--- config.mk ---
export PLATFORM = sky130hd
export DESIGN_NAME = seg_scan_reader
export DESIGN_NICKNAME = d
export VERILOG_FILES = /design/src/rtl/seg_scan_reader.sv
export SDC_FILE = /design/constraint.sdc
export NUM_CORES = 1
export LEC_CHECK = 0
export BUFFER_PORTS_ARGS = -buffer_cell sky130_fd_sc_hd__buf_2
export CORE_MARGIN = 4
export CORE_UTILIZATION = 48
export DETAILED_ROUTE_END_ITERATION = 10
export GPL_TIMING_DRIVEN = 0
export PLACE_DENSITY = 0.76
export REMOVE_ABC_BUFFERS = 1
export SETUP_SLACK_MARGIN = 0.3
export SLEW_MARGIN = 30
export SYNTH_ARGS = -nofsm -noshare
export SYNTH_HDL_FRONTEND = slang
export SYNTH_SLANG_ARGS = --single-unit
--- constraint.sdc ---
create_clock -name clk -period 3.8 [get_ports clk]
set_input_delay 0.57 -clock clk [delete_from_list [all_inputs] [get_ports clk]]
set_output_delay 0.57 -clock clk [all_outputs]
set_load 0.02 [all_outputs]
--- src/rtl/seg_scan_reader.sv ---
// Seven-segment scan capture: settles each selected digit, decodes it
// back to a nibble and emits a full frame once every digit is seen.
module seg_scan_reader #(
  parameter int NUM_DIGITS = 4,
  parameter int SETTLE     = 3
) (
  input  logic                    clk,
  input  logic                    rst_n,
  input  logic [6:0]              seg_n,
  input  logic [NUM_DIGITS-1:0]   an_n,
  output logic [4*NUM_DIGITS-1:0] value,
  output logic                    valid,
  output logic [NUM_DIGITS-1:0]   err_mask,
  output logic                    frame_err
);

  localparam int N  = NUM_DIGITS;
  localparam int IW = (N > 1) ? $clog2(N) : 1;
  localparam logic [3:0] SETTLE_C = 4'(SETTLE);

  typedef enum logic [1:0] {
    IDLE,
    SETTLING,
    HELD
  } state_t;

  state_t         state_q, state_d;
  logic [6:0]     s_seg_q, s_seg_d;
  logic [N-1:0]   s_an_q, s_an_d;
  logic [3:0]     cnt_q, cnt_d;
  logic [N-1:0]   mask_q, mask_d;
  logic [4*N-1:0] stg_q, stg_d;
  logic [N-1:0]   serr_q, serr_d;
  logic [4*N-1:0] value_q, value_d;
  logic           valid_q, valid_d;
  logic [N-1:0]   err_mask_q, err_mask_d;
  logic           frame_err_q, frame_err_d;

  logic          chg;
  logic          sel_ok;
  logic          nxt_ok;
  logic [IW-1:0] idx;
  logic [3:0]    nib;
  logic          bad;
  logic          cap;

  assign chg    = {seg_n, an_n} != {s_seg_q, s_an_q};
  assign sel_ok = $countones(~s_an_q) == 1;
  assign nxt_ok = $countones(~an_n) == 1;
  assign s_seg_d = seg_n;
  assign s_an_d  = an_n;

  always_comb begin
    idx = '0;
    for (int i = 0; i < N; i++) begin
      if (!s_an_q[i]) idx = IW'(i);
    end
  end

  always_comb begin
    nib = 4'h0;
    bad = 1'b0;
    case (s_seg_q)
      7'b0000001: nib = 4'h0;
      7'b1001111: nib = 4'h1;
      7'b0010010: nib = 4'h2;
      7'b0000110: nib = 4'h3;
      7'b1001100: nib = 4'h4;
      7'b0100100: nib = 4'h5;
      7'b0100000: nib = 4'h6;
      7'b0001111: nib = 4'h7;
      7'b0000000: nib = 4'h8;
      7'b0000100: nib = 4'h9;
      7'b0001000: nib = 4'hA;
      7'b1100000: nib = 4'hB;
      7'b0110001: nib = 4'hC;
      7'b1000010: nib = 4'hD;
      7'b0110000: nib = 4'hE;
      7'b0111000: nib = 4'hF;
      default:    bad = 1'b1;
    endcase
  end

  // Capture only if this edge does not also end the dwell, so a dwell
  // must last SETTLE+1 cycles to be taken.
  assign cap = (state_q == SETTLING) && sel_ok && !chg &&
               (cnt_q == SETTLE_C);

  always_comb begin
    state_d = state_q;
    if (chg) begin
      state_d = nxt_ok ? SETTLING : IDLE;
    end else if (!sel_ok) begin
      state_d = IDLE;
    end else begin
      unique case (state_q)
        IDLE:     state_d = SETTLING;
        SETTLING: if (cap) state_d = HELD;
        HELD:     state_d = HELD;
        default:  state_d = IDLE;
      endcase
    end
  end

  always_comb begin
    cnt_d       = cnt_q;
    mask_d      = mask_q;
    stg_d       = stg_q;
    serr_d      = serr_q;
    value_d     = value_q;
    err_mask_d  = err_mask_q;
    frame_err_d = frame_err_q;
    valid_d     = 1'b0;
    if (chg) cnt_d = 4'd1;
    else if (cnt_q < SETTLE_C) cnt_d = cnt_q + 4'd1;
    if (cap) begin
      stg_d[{idx, 2'b00} +: 4] = nib;
      serr_d[idx] = bad;
      mask_d[idx] = 1'b1;
      if (&mask_d) begin
        value_d     = stg_d;
        err_mask_d  = serr_d;
        frame_err_d = |serr_d;
        valid_d     = 1'b1;
        mask_d      = '0;
        serr_d      = '0;
      end
    end
  end

  always_ff @(posedge clk) begin
    if (!rst_n) begin
      state_q     <= IDLE;
      s_seg_q     <= 7'h7F;
      s_an_q      <= '1;
      cnt_q       <= 4'd0;
      mask_q      <= '0;
      stg_q       <= '0;
      serr_q      <= '0;
      value_q     <= '0;
      valid_q     <= 1'b0;
      err_mask_q  <= '0;
      frame_err_q <= 1'b0;
    end else begin
      state_q     <= state_d;
      s_seg_q     <= s_seg_d;
      s_an_q      <= s_an_d;
      cnt_q       <= cnt_d;
      mask_q      <= mask_d;
      stg_q       <= stg_d;
      serr_q      <= serr_d;
      value_q     <= value_d;
      valid_q     <= valid_d;
      err_mask_q  <= err_mask_d;
      frame_err_q <= frame_err_d;
    end
  end

  assign value     = value_q;
  assign valid     = valid_q;
  assign err_mask  = err_mask_q;
  assign frame_err = frame_err_q;

endmodule

### After elaboration in Yosys (flattened, before gate mapping)

Index checks and enable logic that the tools add are counted.

* register bits after elaboration: 63
* input bits: 13
* output and inout bits: 22
* word-level logic and storage cells: 84

* add/subtract/negate cells: 8
* order comparisons: 3
* equal/unequal tests: 22
* shifts and indexed selects: 2
* muxes and demuxes: 19
* bitwise logic cells: 4
* reductions and logical operators: 14

Operators with widths (count)
* 4-bit one-hot mux with 15 select lines: 1
* 7-bit by 6-bit equality test with 1-bit output (second input constant): 5
* 7-bit equality test (second input constant): 4
* 16-bit bitwise mux: 1
* 16-bit OR reduction: 1
* 4-bit by 6-bit variable shift with 16-bit output (first input constant): 1
* 4-bit by 6-bit variable part select with 16-bit output: 1
* 7-bit by 3-bit equality test with 1-bit output (second input constant): 2
* 7-bit by 4-bit equality test with 1-bit output (second input constant): 2
* 11-bit != test: 1
* 2-bit two-way mux: 5
* 1-bit by 1-bit adder with 2-bit output: 4
* 4-bit two-way mux: 2
* 4-bit NOT: 2
* 7-bit by 1-bit equality test with 1-bit output (second input constant): 1
* 7-bit by 5-bit equality test with 1-bit output (second input constant): 1
* 7-bit logical NOT: 1
* 1-bit two-way mux: 7
* 2-bit by 2-bit adder with 3-bit output: 2
* 3-bit by 1-bit equality test with 1-bit output (second input constant): 2
* 4-bit negator with 6-bit output: 1
* 2-bit one-hot mux with 3 select lines: 1
* 5-bit AND reduction: 1
* 4-bit by 1-bit adder with 4-bit output (second input constant): 1
* other kinds (19): 22

### Longest topological paths before layout

* depth after elaboration: 11
* gate-level depth with buffers: 10
* depth with buffers taken out: 9

### Worst setup path after synthesis

Ideal clock, no wire load.

* path kind: register to register
* from: reg s_an_q[0]
* to: reg frame_err_q (netlist: frame_err)
* setup time: 0.132 ns
* data arrival time: 2.830 ns
* required time: 3.668 ns
* setup slack: 0.838 ns
* stages on the path, launching flop included: 11
* path buffers: 1
* period minus slack after synthesis: 2.962 ns
* cells stage by stage: dfxtp_1 -> fa_1 -> inv_1 -> ha_1 -> ha_1 -> nor3b_2 -> nand3_2 -> or4_4 -> buf_4 -> a2111oi_4 -> nor3_1

* cells in the longest elaborated chain, start to end: 8
* elaborated cells between the ends (all ways): 10
* classes of those cells: 2 x add/sub; 2 x eq/ne; 1 x bitwise; 5 x reduce/logical

RTL lines
* from (decl): line 29 `logic [N-1:0] s_an_q, s_an_d;`
* from (signal assigned): line 147 `s_an_q <= s_an_d;`
* 4-bit NOT: line 48 `assign sel_ok = $countones(~s_an_q) == 1;`
* 1-bit by 1-bit adder with 2-bit output (not written as such): line 48
* 2-bit by 2-bit adder with 3-bit output (not written as such): line 48
* 3-bit by 1-bit equality test with 1-bit output: line 48
* 1-bit logical AND: line 86 `assign cap = (state_q == SETTLING) && sel_ok && !chg &&`
* 1-bit logical AND (*) (2 in series): line 86
* 5-bit AND reduction (no source line) (*)
* to (signal assigned): line 155 `frame_err_q <= frame_err_d;`
* to (decl): line 37 `logic frame_err_q, frame_err_d;`

Mark *: on every way between the ends. The rest lies on a longest branch, timed or not.
A chain may end at the register's enable or synchronous reset.

### Worst setup path after layout

* from: reg s_an_q[3]
* to: reg value_q[11] (netlist: value[11])

* cells in the longest elaborated chain, start to end: 8
* elaborated cells between the ends (all ways): 21
* classes of those cells: 3 x add/sub; 2 x order compare; 2 x eq/ne; 2 x shift; 4 x mux; 2 x bitwise; 6 x reduce/logical

RTL lines
* 4-bit NOT: line 48
* 1-bit by 1-bit adder with 2-bit output (not written as such): line 48
* 2-bit by 2-bit adder with 3-bit output (not written as such): line 48
* 3-bit by 1-bit equality test with 1-bit output: line 48
* 1-bit logical AND (3 in series): line 86
* 5-bit AND reduction (no source line)
* to (signal assigned): line 152 `value_q <= value_d;`
* to (decl): line 34 `logic [4*N-1:0] value_q, value_d;`

Several ways; a longest one is shown, not always the timed one.

==> flow_summary.ini <==
[synthesis]
synth_warnings = 0
ys_types = 65
synth_area_leaders = dfxtp_1 (36%), mux2i_1 (3.7%), a21oi_1 (3.0%)
synth_top_area_share_pct = 36.2
async_flop_share_pct = 0
yosysMostFrequentCell = dfxtp_1
ys.flop_type = dfxtp_1
synth_common_cells = dfxtp_1 (63), a21oi_1 (21), nor2_1 (18), o21ai_0 (18), clkbuf_1 (16)
synth-edff-count = 0
synth_largest_area_cell = dfxtp_1
syn-cell-area_um2 = 3480
synth-seq-area-share_pct = 36.2
ys_ff_latch = 63
syn_inst = 380
syn_avg_cell_area_um2 = 9.17

[sta]
rsz0062_at_grt = false
fin_ws_ns = 0.495
tightest_slew_ns = 0.997
worst_clock_skew_ns = 0.0113
slew_headroom_pct = 33.4
final_max_slew_viol_count = 0
fmax_mhz = 303
hold_viol_final = 0
setup_viol = 0
tns_ns = 0
min_period_ns = 3.30
period_share_pct = 87.0

[critical_path]
cp_max_fo = 15
reg2regPathDepth = 9
setup.worst_path.end_class = flop
critPathArrivalTime_ns = 3.61
cp.required_ns = 4.10
startpoint_type = flop
crit_type = flop to flop

[clock_network]
cts_buffers = 9
htreeDepth = 3
clk-insertion-delay-late_ns = 0.36
cts_tree = yes
cts-root-buf = clkbuf_8
hold_buffers = 0
clock_sinks = 63
cts_buffer_depth = 2
clk_pin_slew_ns = 0.08

[place]
place.gp.congestion = 0.787
place_ws_ns = 0.151
dpl.hpwl_mm = 5.42
portBuffers = 34

[global_routing]
grt_first_pass_wirelength_mm = 13.8
met2_usage_pct = 30.3
antenna_found_initial = 0
grt_pass1_vias = 2799
grt_overflow = 0
use_met3_pct = 3.94
grt_max_degree = 52
grt_use_met1_pct = 27.6
track_usage_pct = 20.1
grt.busiest_layer = met2

[outcome]
status = completed

[detailed_routing]
firstDrtPassIters = 6
antenna_left = 0
postRouteWirelength_mm = 8.47
post_drt_wl_per_cell_um = 17.0
drtIter0Drc = 280
drc = 0
num_vias = 3033
routed_via_density = 6.08

[cells_and_area]
nets = 420
antenna_cells = 0
areaGrowthSynthToFinish_pct = 13.3
drive_above_1_share_pct = 18.6

[floorplan]
die_height_um = 93.2
std_cell_rows = 30
core-area_um2 = 6910
initial_core_util_pct = 50.5
dieWidth_um = 93.2
ioPinCount = 35
die_area_um2 = 8690

[job]
drv_cap = 0

[pwr]
leakage_uw = 0.00149
ir_worst_vdd_mv = 0.189
power_density_nw_per_um2 = 381

[hold_path]
min_path_type = input port to flop
holdPathStages = 2
-- cells in the final DEF, fill, tap and decap left out, types with 6 or more instances in the layout --
cell type  count
o21a_1         7
a21oi_1       21
a211oi_1      11
dfxtp_1       62
o211ai_1      12
nand3_1       15
nand2_1       14
mux2i_1       13
o21ai_0       18
buf_2         34
xnor2_1        9
ha_1           7
and2_1         7
nor3_1         6
nand2b_1      12
nor2_1        18
inv_1         12
nand4_1        9
clkbuf_8       9
and3_1         6
-- worst paths after layout --
check        startpoint         end  slack (ns)
min reg2reg   value[10]   value[10]        0.46
max reg2reg   s_an_q[3]   value[11]        0.50
min            seg_n[6]  s_seg_q[6]        0.42
max           s_an_q[3]   value[11]        0.50
-- logic make-up (layout without fill, tap and decap cells) --
logic type / Yosys count / after routing / synth area share [%]
AO/OA/AOI/OAI: 105 / 105 / 21.5
XOR/XNOR: 12 / 12 / 3.99
adder cells (fa/ha/maj): 9 / 9 / 3.66
buffers and inverters: 43 / 66 / 5.17
flip-flops: 63 / 63 / 36.2
multiplexers: 13 / 13 / 3.73
AND/OR/NAND/NOR: 135 / 135 / 25.7
-- state kept, by name, indices dropped and copies added, names as in the netlist, 2 cells and up --
register / count
mask_q: 4
err_mask: 4
s_an_q: 4
cnt_q: 4
stg_q: 16
s_seg_q: 7
serr_q: 4
state_q: 2
value: 16
-- routing by layer --
metal	vias to the layer above	part of all wire (%)
li1	1474	-
met1	1422	45
met2	119	46
met3	18	6.8
met4	0	1.7
met5	-	0
-- report_power, final --
group / switching [µW] / internal [µW] / leakage [µW]
clock network: 302 / 377 / 0.000111
registers: 24.1 / 668 / 0.000511
logic: 80.7 / 54.0 / 0.000868
-- metrics by stage --
stage                     total power, µW  hold WS (ns)  utilization (%)  std cells  area [µm²]
after floorplan                       789         0.441                -        351        3360
after global placement                829         0.442             52.8        481        3650
after detailed placement              834         0.445             53.0        481        3660
after CTS                            1500         0.412             56.3        497        3890
after global routing                 1560         0.425             57.2        499        3950
final                                1510         0.416             57.2        499        3950
-- repair_timing --
item | in CTS | in global routing
pin swaps | 0 | 2
setup buffers | 0 | 2
setup endpoints to repair | 30 | 29
hold endpoints to repair | 0 | 0
gates resized for setup | 1 | 7
-- worst max-delay path: stages, from the launching register on --
cell and delay [ns]:
dfxtp_2 0.42, fa_1 0.51, inv_1 0.04, ha_1 0.17
ha_1 0.31, nor3b_4 0.28, nand3_4 0.19, or4_4 0.71
a2111oi_1 0.47, a31o_1 0.15
-- final cells by class --
| type | instances | area [µm²] |
|---|---|---|
| clock inverters | 7 | 103 |
| clock buffers | 9 | 124 |
| inverters | 14 | 52.6 |
| multi-input cells | 274 | 2090 |
| flip-flops and latches | 63 | 1260 |
| repair buffers | 36 | 198 |
| fillers | 612 | 2960 |
| well taps | 96 | 120 |
(Power assumes the default switching activity.)
